File: src/rtl/controller_modulo.sv
`default_nettype none
// ============================================================================
// Module      : controller_modulo
// Description : Sequencer for the modulo datapath. Computes Zahl1 mod Zahl2
//               by repeated subtraction: load, compare, terminate-check and
//               subtract phases, with a bounded iteration count.
//               Optional feature macro: ZERO_DIV_CHECK_EN (early error on a
//               zero divisor, no datapath activity for that request).
// Revision    : 1.0 - initial release
// ============================================================================
module controller_modulo #(
   parameter int          ALU_LAT  = 2,
   parameter logic [15:0] MAX_ITER = 16'hFFFF,
   parameter logic [2:0]  MODE_NOP = 3'd0,
   parameter logic [2:0]  MODE_SUB = 3'd1,
   parameter logic [2:0]  MODE_LT  = 3'd2
) (
   input  logic        clk,
   input  logic        rst_ni,
   input  logic        start_i,
   input  logic [15:0] Zahl2_i,
   input  logic        valid_i,
   output logic [2:0]  alu_mode_o,
   output logic        wren_update_Zahlen_o,
   output logic        wren_Zahl1_to_erg_o,
   output logic        wren_term_erg_o,
   output logic        wren_res_to_erg_o,
   output logic        erg_to_alu_a_o,
   output logic        Zahl2_to_alu_b_o,
   output logic        check_for_termination_o,
   output logic        busy_o,
   output logic        done_o,
   output logic        err_o
);

   // Wait counter only needs to reach ALU_LAT-1
   localparam int                WAIT_W      = (ALU_LAT > 1) ? $clog2(ALU_LAT) : 1;
   localparam logic [WAIT_W-1:0] c_wait_last = WAIT_W'(ALU_LAT - 1);
   localparam logic [15:0]       c_iter_sat  = 16'hFFFF;

   typedef enum logic [3:0] {
      S_IDLE      = 4'd0,
      S_LOAD_WAIT = 4'd1,
      S_UPDATE    = 4'd2,
      S_INIT      = 4'd3,
      S_CMP       = 4'd4,
      S_CMP_WB    = 4'd5,
      S_CHECK     = 4'd6,
      S_SUB       = 4'd7,
      S_SUB_WB    = 4'd8,
      S_DONE      = 4'd9,
      S_ERR       = 4'd10
   } state_t;

   state_t            r_state;
   state_t            w_state_nxt;
   logic [WAIT_W-1:0] r_wait;
   logic [15:0]       r_iter;

`ifdef ZERO_DIV_CHECK_EN
`else
   // Divisor is only consulted by the zero check
   logic w_unused_zahl2;
   assign w_unused_zahl2 = ^Zahl2_i;
`endif

   // Next-state selection
   always_comb begin
      w_state_nxt = r_state;
      case (r_state)
         S_IDLE: begin
            if (start_i) begin
`ifdef ZERO_DIV_CHECK_EN
               w_state_nxt = (Zahl2_i == 16'd0) ? S_ERR : S_LOAD_WAIT;
`else
               w_state_nxt = S_LOAD_WAIT;
`endif
            end
         end
         S_LOAD_WAIT: w_state_nxt = S_UPDATE;
         S_UPDATE:    w_state_nxt = S_INIT;
         S_INIT:      w_state_nxt = S_CMP;
         S_CMP:       if (r_wait == c_wait_last) w_state_nxt = S_CMP_WB;
         S_CMP_WB:    w_state_nxt = S_CHECK;
         S_CHECK: begin
            if (valid_i)                 w_state_nxt = S_DONE;
            else if (r_iter >= MAX_ITER) w_state_nxt = S_ERR;
            else                         w_state_nxt = S_SUB;
         end
         S_SUB:       if (r_wait == c_wait_last) w_state_nxt = S_SUB_WB;
         S_SUB_WB:    w_state_nxt = S_CMP;
         S_DONE:      w_state_nxt = S_IDLE;
         S_ERR:       w_state_nxt = S_IDLE;
         default:     w_state_nxt = S_IDLE;
      endcase
   end

   // State, counters and registered output decode of the upcoming state
   always_ff @(posedge clk or negedge rst_ni) begin
      if (!rst_ni) begin
         r_state                 <= S_IDLE;
         r_wait                  <= '0;
         r_iter                  <= '0;
         alu_mode_o              <= MODE_NOP;
         wren_update_Zahlen_o    <= 1'b0;
         wren_Zahl1_to_erg_o     <= 1'b0;
         wren_term_erg_o         <= 1'b0;
         wren_res_to_erg_o       <= 1'b0;
         erg_to_alu_a_o          <= 1'b0;
         Zahl2_to_alu_b_o        <= 1'b0;
         check_for_termination_o <= 1'b0;
         busy_o                  <= 1'b0;
         done_o                  <= 1'b0;
         err_o                   <= 1'b0;
      end else begin
         r_state <= w_state_nxt;

         // Wait counter runs only while an ALU operation is in flight
         if ((r_state == S_CMP || r_state == S_SUB) && r_wait != c_wait_last)
            r_wait <= r_wait + 1'b1;
         else
            r_wait <= '0;

         // Iteration counter: cleared on accepted start, saturating count
         if (r_state == S_IDLE && start_i)
            r_iter <= '0;
         else if (r_state == S_SUB_WB && r_iter != c_iter_sat)
            r_iter <= r_iter + 16'd1;

         alu_mode_o              <= MODE_NOP;
         wren_update_Zahlen_o    <= 1'b0;
         wren_Zahl1_to_erg_o     <= 1'b0;
         wren_term_erg_o         <= 1'b0;
         wren_res_to_erg_o       <= 1'b0;
         erg_to_alu_a_o          <= 1'b0;
         Zahl2_to_alu_b_o        <= 1'b0;
         check_for_termination_o <= 1'b0;
         done_o                  <= 1'b0;
         err_o                   <= 1'b0;
         busy_o                  <= (w_state_nxt != S_IDLE);
         case (w_state_nxt)
            S_UPDATE: wren_update_Zahlen_o <= 1'b1;
            S_INIT:   wren_Zahl1_to_erg_o  <= 1'b1;
            S_CMP: begin
               alu_mode_o       <= MODE_LT;
               erg_to_alu_a_o   <= 1'b1;
               Zahl2_to_alu_b_o <= 1'b1;
            end
            S_CMP_WB: begin
               alu_mode_o       <= MODE_LT;
               erg_to_alu_a_o   <= 1'b1;
               Zahl2_to_alu_b_o <= 1'b1;
               wren_term_erg_o  <= 1'b1;
            end
            S_CHECK:  check_for_termination_o <= 1'b1;
            S_SUB: begin
               alu_mode_o       <= MODE_SUB;
               erg_to_alu_a_o   <= 1'b1;
               Zahl2_to_alu_b_o <= 1'b1;
            end
            S_SUB_WB: begin
               alu_mode_o        <= MODE_SUB;
               erg_to_alu_a_o    <= 1'b1;
               Zahl2_to_alu_b_o  <= 1'b1;
               wren_res_to_erg_o <= 1'b1;
            end
            S_DONE:   done_o <= 1'b1;
            S_ERR: begin
               done_o <= 1'b1;
               err_o  <= 1'b1;
            end
            default: ;
         endcase
      end
   end

endmodule
`default_nettype wire

File: config.mk
export PLATFORM = sky130hd
export DESIGN_NAME = controller_modulo
export DESIGN_NICKNAME = d
export VERILOG_FILES = /design/src/rtl/controller_modulo.sv
export SDC_FILE = /design/constraint.sdc
export NUM_CORES = 1
export LEC_CHECK = 0
export BUFFER_PORTS_ARGS = -buffer_cell sky130_fd_sc_hd__buf_2
export CORE_AREA = 2 2 70 59
export CTS_BUF_LIST = sky130_fd_sc_hd__clkbuf_8 sky130_fd_sc_hd__clkbuf_16
export CTS_CLUSTER_SIZE = 12
export DETAILED_ROUTE_END_ITERATION = 8
export DIE_AREA = 0 0 72 61
export HOLD_SLACK_MARGIN = 0.15
export PLACE_DENSITY = 0.66
export RECOVER_POWER = 25
export SLEW_MARGIN = 5
export SYNTH_ARGS = -nofsm -noshare
export SYNTH_HDL_FRONTEND = slang
export SYNTH_SLANG_ARGS = --single-unit
File: constraint.sdc
create_clock -name clk -period 2.5 [get_ports clk]
set_input_delay 0.5 -clock clk [delete_from_list [all_inputs] [get_ports clk]]
set_output_delay 0.5 -clock clk [all_outputs]
set_load 0.005 [all_outputs]
==> flow_summary.ini <==
[outcome]
status = complete, but fails checks
violations = max-capacitance violations, max-slew violations

[detailed_routing]
drc = 0
detail_route.wl_per_cell_um = 14.04
ant_nets = 0
first_iter_violations = 55
wirelength_um = 3173
via_count = 1205
dr.pass1.iters = 4
via_per_inst = 5.332

[power]
power_mw = 1.868
switching_share_pct = 35.99
p_comb_share_pct = 27.1
p_int_mw = 1.195
p_seq_share_pct = 47.1
p_sw_mw = 0.6722
clock_power_share_pct = 25.8
pwr_density_cell_nw_per_um2 = 1038
p_leak_nw = 0.8171
vdd_drop_max_mv = 0.5989

[clock_network]
cts_resized = 0
tritoncts = yes
clk_pin_slew_ps = 70
clock_latency_ps = 280
htree_levels = 2
post_cts_buffers = 0
cts_buffers = 5
cts.sinks = 32
cts-root-buf = clkbuf_8
clk_path_buf_depth = 2
cts.hold.buffers_added = 0

[worst_hold_path]
min_path_type = in -> reg

[critical_path]
crit_arrival_ps = 2410
critPathCaptureType = flop
reg2reg_depth = 5
crit_end = r_iter[10]$_DFFE_PN0P_
crit_start = r_state[1]$_DFF_PN0_
rrSetupSlack_ps = 310
r2r-start = r_state[1]$_DFF_PN0_
crit_fanout = 13
path_class = reg -> reg
start_kind = flop
required_ps = 2720
timing.rr.end = r_iter[10]$_DFFE_PN0P_

[synthesis]
ys_types = 42
yosysWarnings = 0
syn_area_um2 = 1613
async_flop_share_pct = 100.0
synth.area.top_cells = dfrtp_1, xnor2_1, nor2_1
synth_top_area_share_pct = 49.65
synth_nets = 188
ys_ff_latch = 32
synth_edf_count = 0
ys_seq_area_share_pct = 49.65
synthCells = 167
ys.flop_type = dfrtp_1
synth.avg_cell_area_um2 = 9.657
yosysTopAreaCell = dfrtp_1

[grt]
grtUsageTotal_pct = 16.99
grtUsageMet1_pct = 22.25
top_usage_layer = met2
antenna_found_initial = 0
gr-total-overflow = 0
grt_pass1_vias = 1180
grt_max_degree = 33
grt_use_met3_pct = 5.980
grt_pass1_wl_um = 5589
met2_usage_pct = 26.72

[timing]
final-setup-viol-count = 0
clock.fmax_ghz = 0.4575
slew_viol_final = 33
setup_tns_ps = 0
finalHoldViolations = 0
slew_headroom_pct = -15.86
skew_ps = 5.396
rsz0062_at_grt = no
finalCriticalPeriod_ps = 2186
timing.hold.ws_ps = 512.3
timing_worst_slew_pin_value_ps = 1738
finalCritPeriodShare_pct = 87.44

[run]
cap_violations = 1

[placement]
post-place-cells = 218
dp_hpwl_um = 2191
io_buffers = 15
place_congestion = 0.8788

[floorplanning]
core_area_um2 = 3679
chipWidth_um = 72
boundaryPins = 33
rows = 20
die_area_um2 = 4392
initial_core_util_pct = 43.84
fp.dieH_um = 61

[finish]
antennaDiodeCount = 0
final_cell_mix = dfrtp_1, nor2_1, nand2_1
nets = 202
final_common_cell = dfrtp_1
layout-drive-gt1-share_pct = 16.48
area_growth_pct = 11.56
stdcell_count = 226
cell usage after synthesis, types with 2 or more instances:
| cell type | count |
|---|---|
| dfrtp_1 | 32 |
| buf_6 | 2 |
| nor2_1 | 20 |
| a21oi_1 | 4 |
| inv_1 | 11 |
| nand3_1 | 10 |
| clkbuf_1 | 4 |
| o21ai_0 | 3 |
| or3_1 | 2 |
| xnor2_1 | 9 |
| mux2i_1 | 3 |
| a31oi_1 | 3 |
| nor3_1 | 10 |
| nor3_2 | 2 |
| nand2b_1 | 2 |
| nand2_1 | 15 |
| nor3b_1 | 2 |
| nand4_1 | 6 |
| buf_4 | 2 |
| and4_1 | 3 |
metrics by stage:
step           utilization (%)  cell area [um2]  setup WS (ps)
5_1_grt                  48.91             1799          233.5
4_1_cts                  48.95             1800          328.0
3_3_place_gp             46.02             1693          428.7
3_5_place_dp             46.02             1693          369.8
6_report                 48.91             1799          314.0
2_1_floorplan                -             1613          684.4
worst max-delay path, cell delays in order (launching register included):
cell,delay [ps]
dfrtp_1,510
or4b_4,610
nor2_1,280
nand3_1,200
or4_1,440
nand2_1,80
logic make-up after synthesis:
logic type,Yosys count,synth area share (%)
other,1,0.2325
AND/OR/NAND/NOR,83,29.40
XOR/XNOR,10,5.431
flip-flops,32,49.65
multiplexers,3,1.862
buffers and inverters,20,6.128
adder cells (fa/ha/maj),1,0.7757
AO/OA/AOI/OAI,17,6.517
how the worst min path moves through the flow:
stage	from	endpoint	slack, ps	cells past startpoint
2_1_floorplan	rst_ni	Zahl2_to_alu_b_o$_DFF_PN0_	200	0
3_3_place_gp	r_iter[0]$_DFFE_PN0P_	r_iter[0]$_DFFE_PN0P_	490	1
3_5_place_dp	r_wait$_DFF_PN0_	r_wait$_DFF_PN0_	510	1
4_1_cts	rst_ni	r_iter[0]$_DFFE_PN0P_	290	1
5_1_grt	valid_i	err_o$_DFF_PN0_	520	4
6_report	valid_i	err_o$_DFF_PN0_	510	4
final cells by class:
type / count / area [um2]
clock buffer: 5 / 68.82
clock inverter: 3 / 38.79
fill: 353 / 1879
inverter: 11 / 41.29
multi-input combinational: 115 / 713.2
sequential: 32 / 800.8
tap: 44 / 55.05
timing repair buffer: 16 / 81.33
flip-flops by register name, indices dropped and copies added, names as in the netlist:
| signal | flops |
|---|---|
| check_for_termination_o | 1 |
| r_iter | 16 |
| Zahl2_to_alu_b_o | 1 |
| alu_mode_o | 2 |
| r_wait | 1 |
| r_state | 4 |
| busy_o | 1 |
| wren_Zahl1_to_erg_o | 1 |
| wren_res_to_erg_o | 1 |
| wren_update_Zahlen_o | 1 |
| done_o | 1 |
| wren_term_erg_o | 1 |
| err_o | 1 |
per-layer routing:
layer,share of wire (%),vias up
met2,47,21
met5,0,-
li1,-,595
met3,3.3,6
met1,48,583
met4,1.2,0
power groups by stage:
stage | Sequential (mW) | Clock (mW) | Combinational (mW)
after global routing | 0.909 | 0.519 | 0.582
after detailed placement | 0.885 | 0 | 0.505
after floorplan | 0.802 | 0 | 0.440
final | 0.880 | 0.482 | 0.506
after global placement | 0.872 | 0 | 0.488
after CTS | 0.876 | 0.490 | 0.508
No activity file was read; power rests on OpenSTA's default activity.
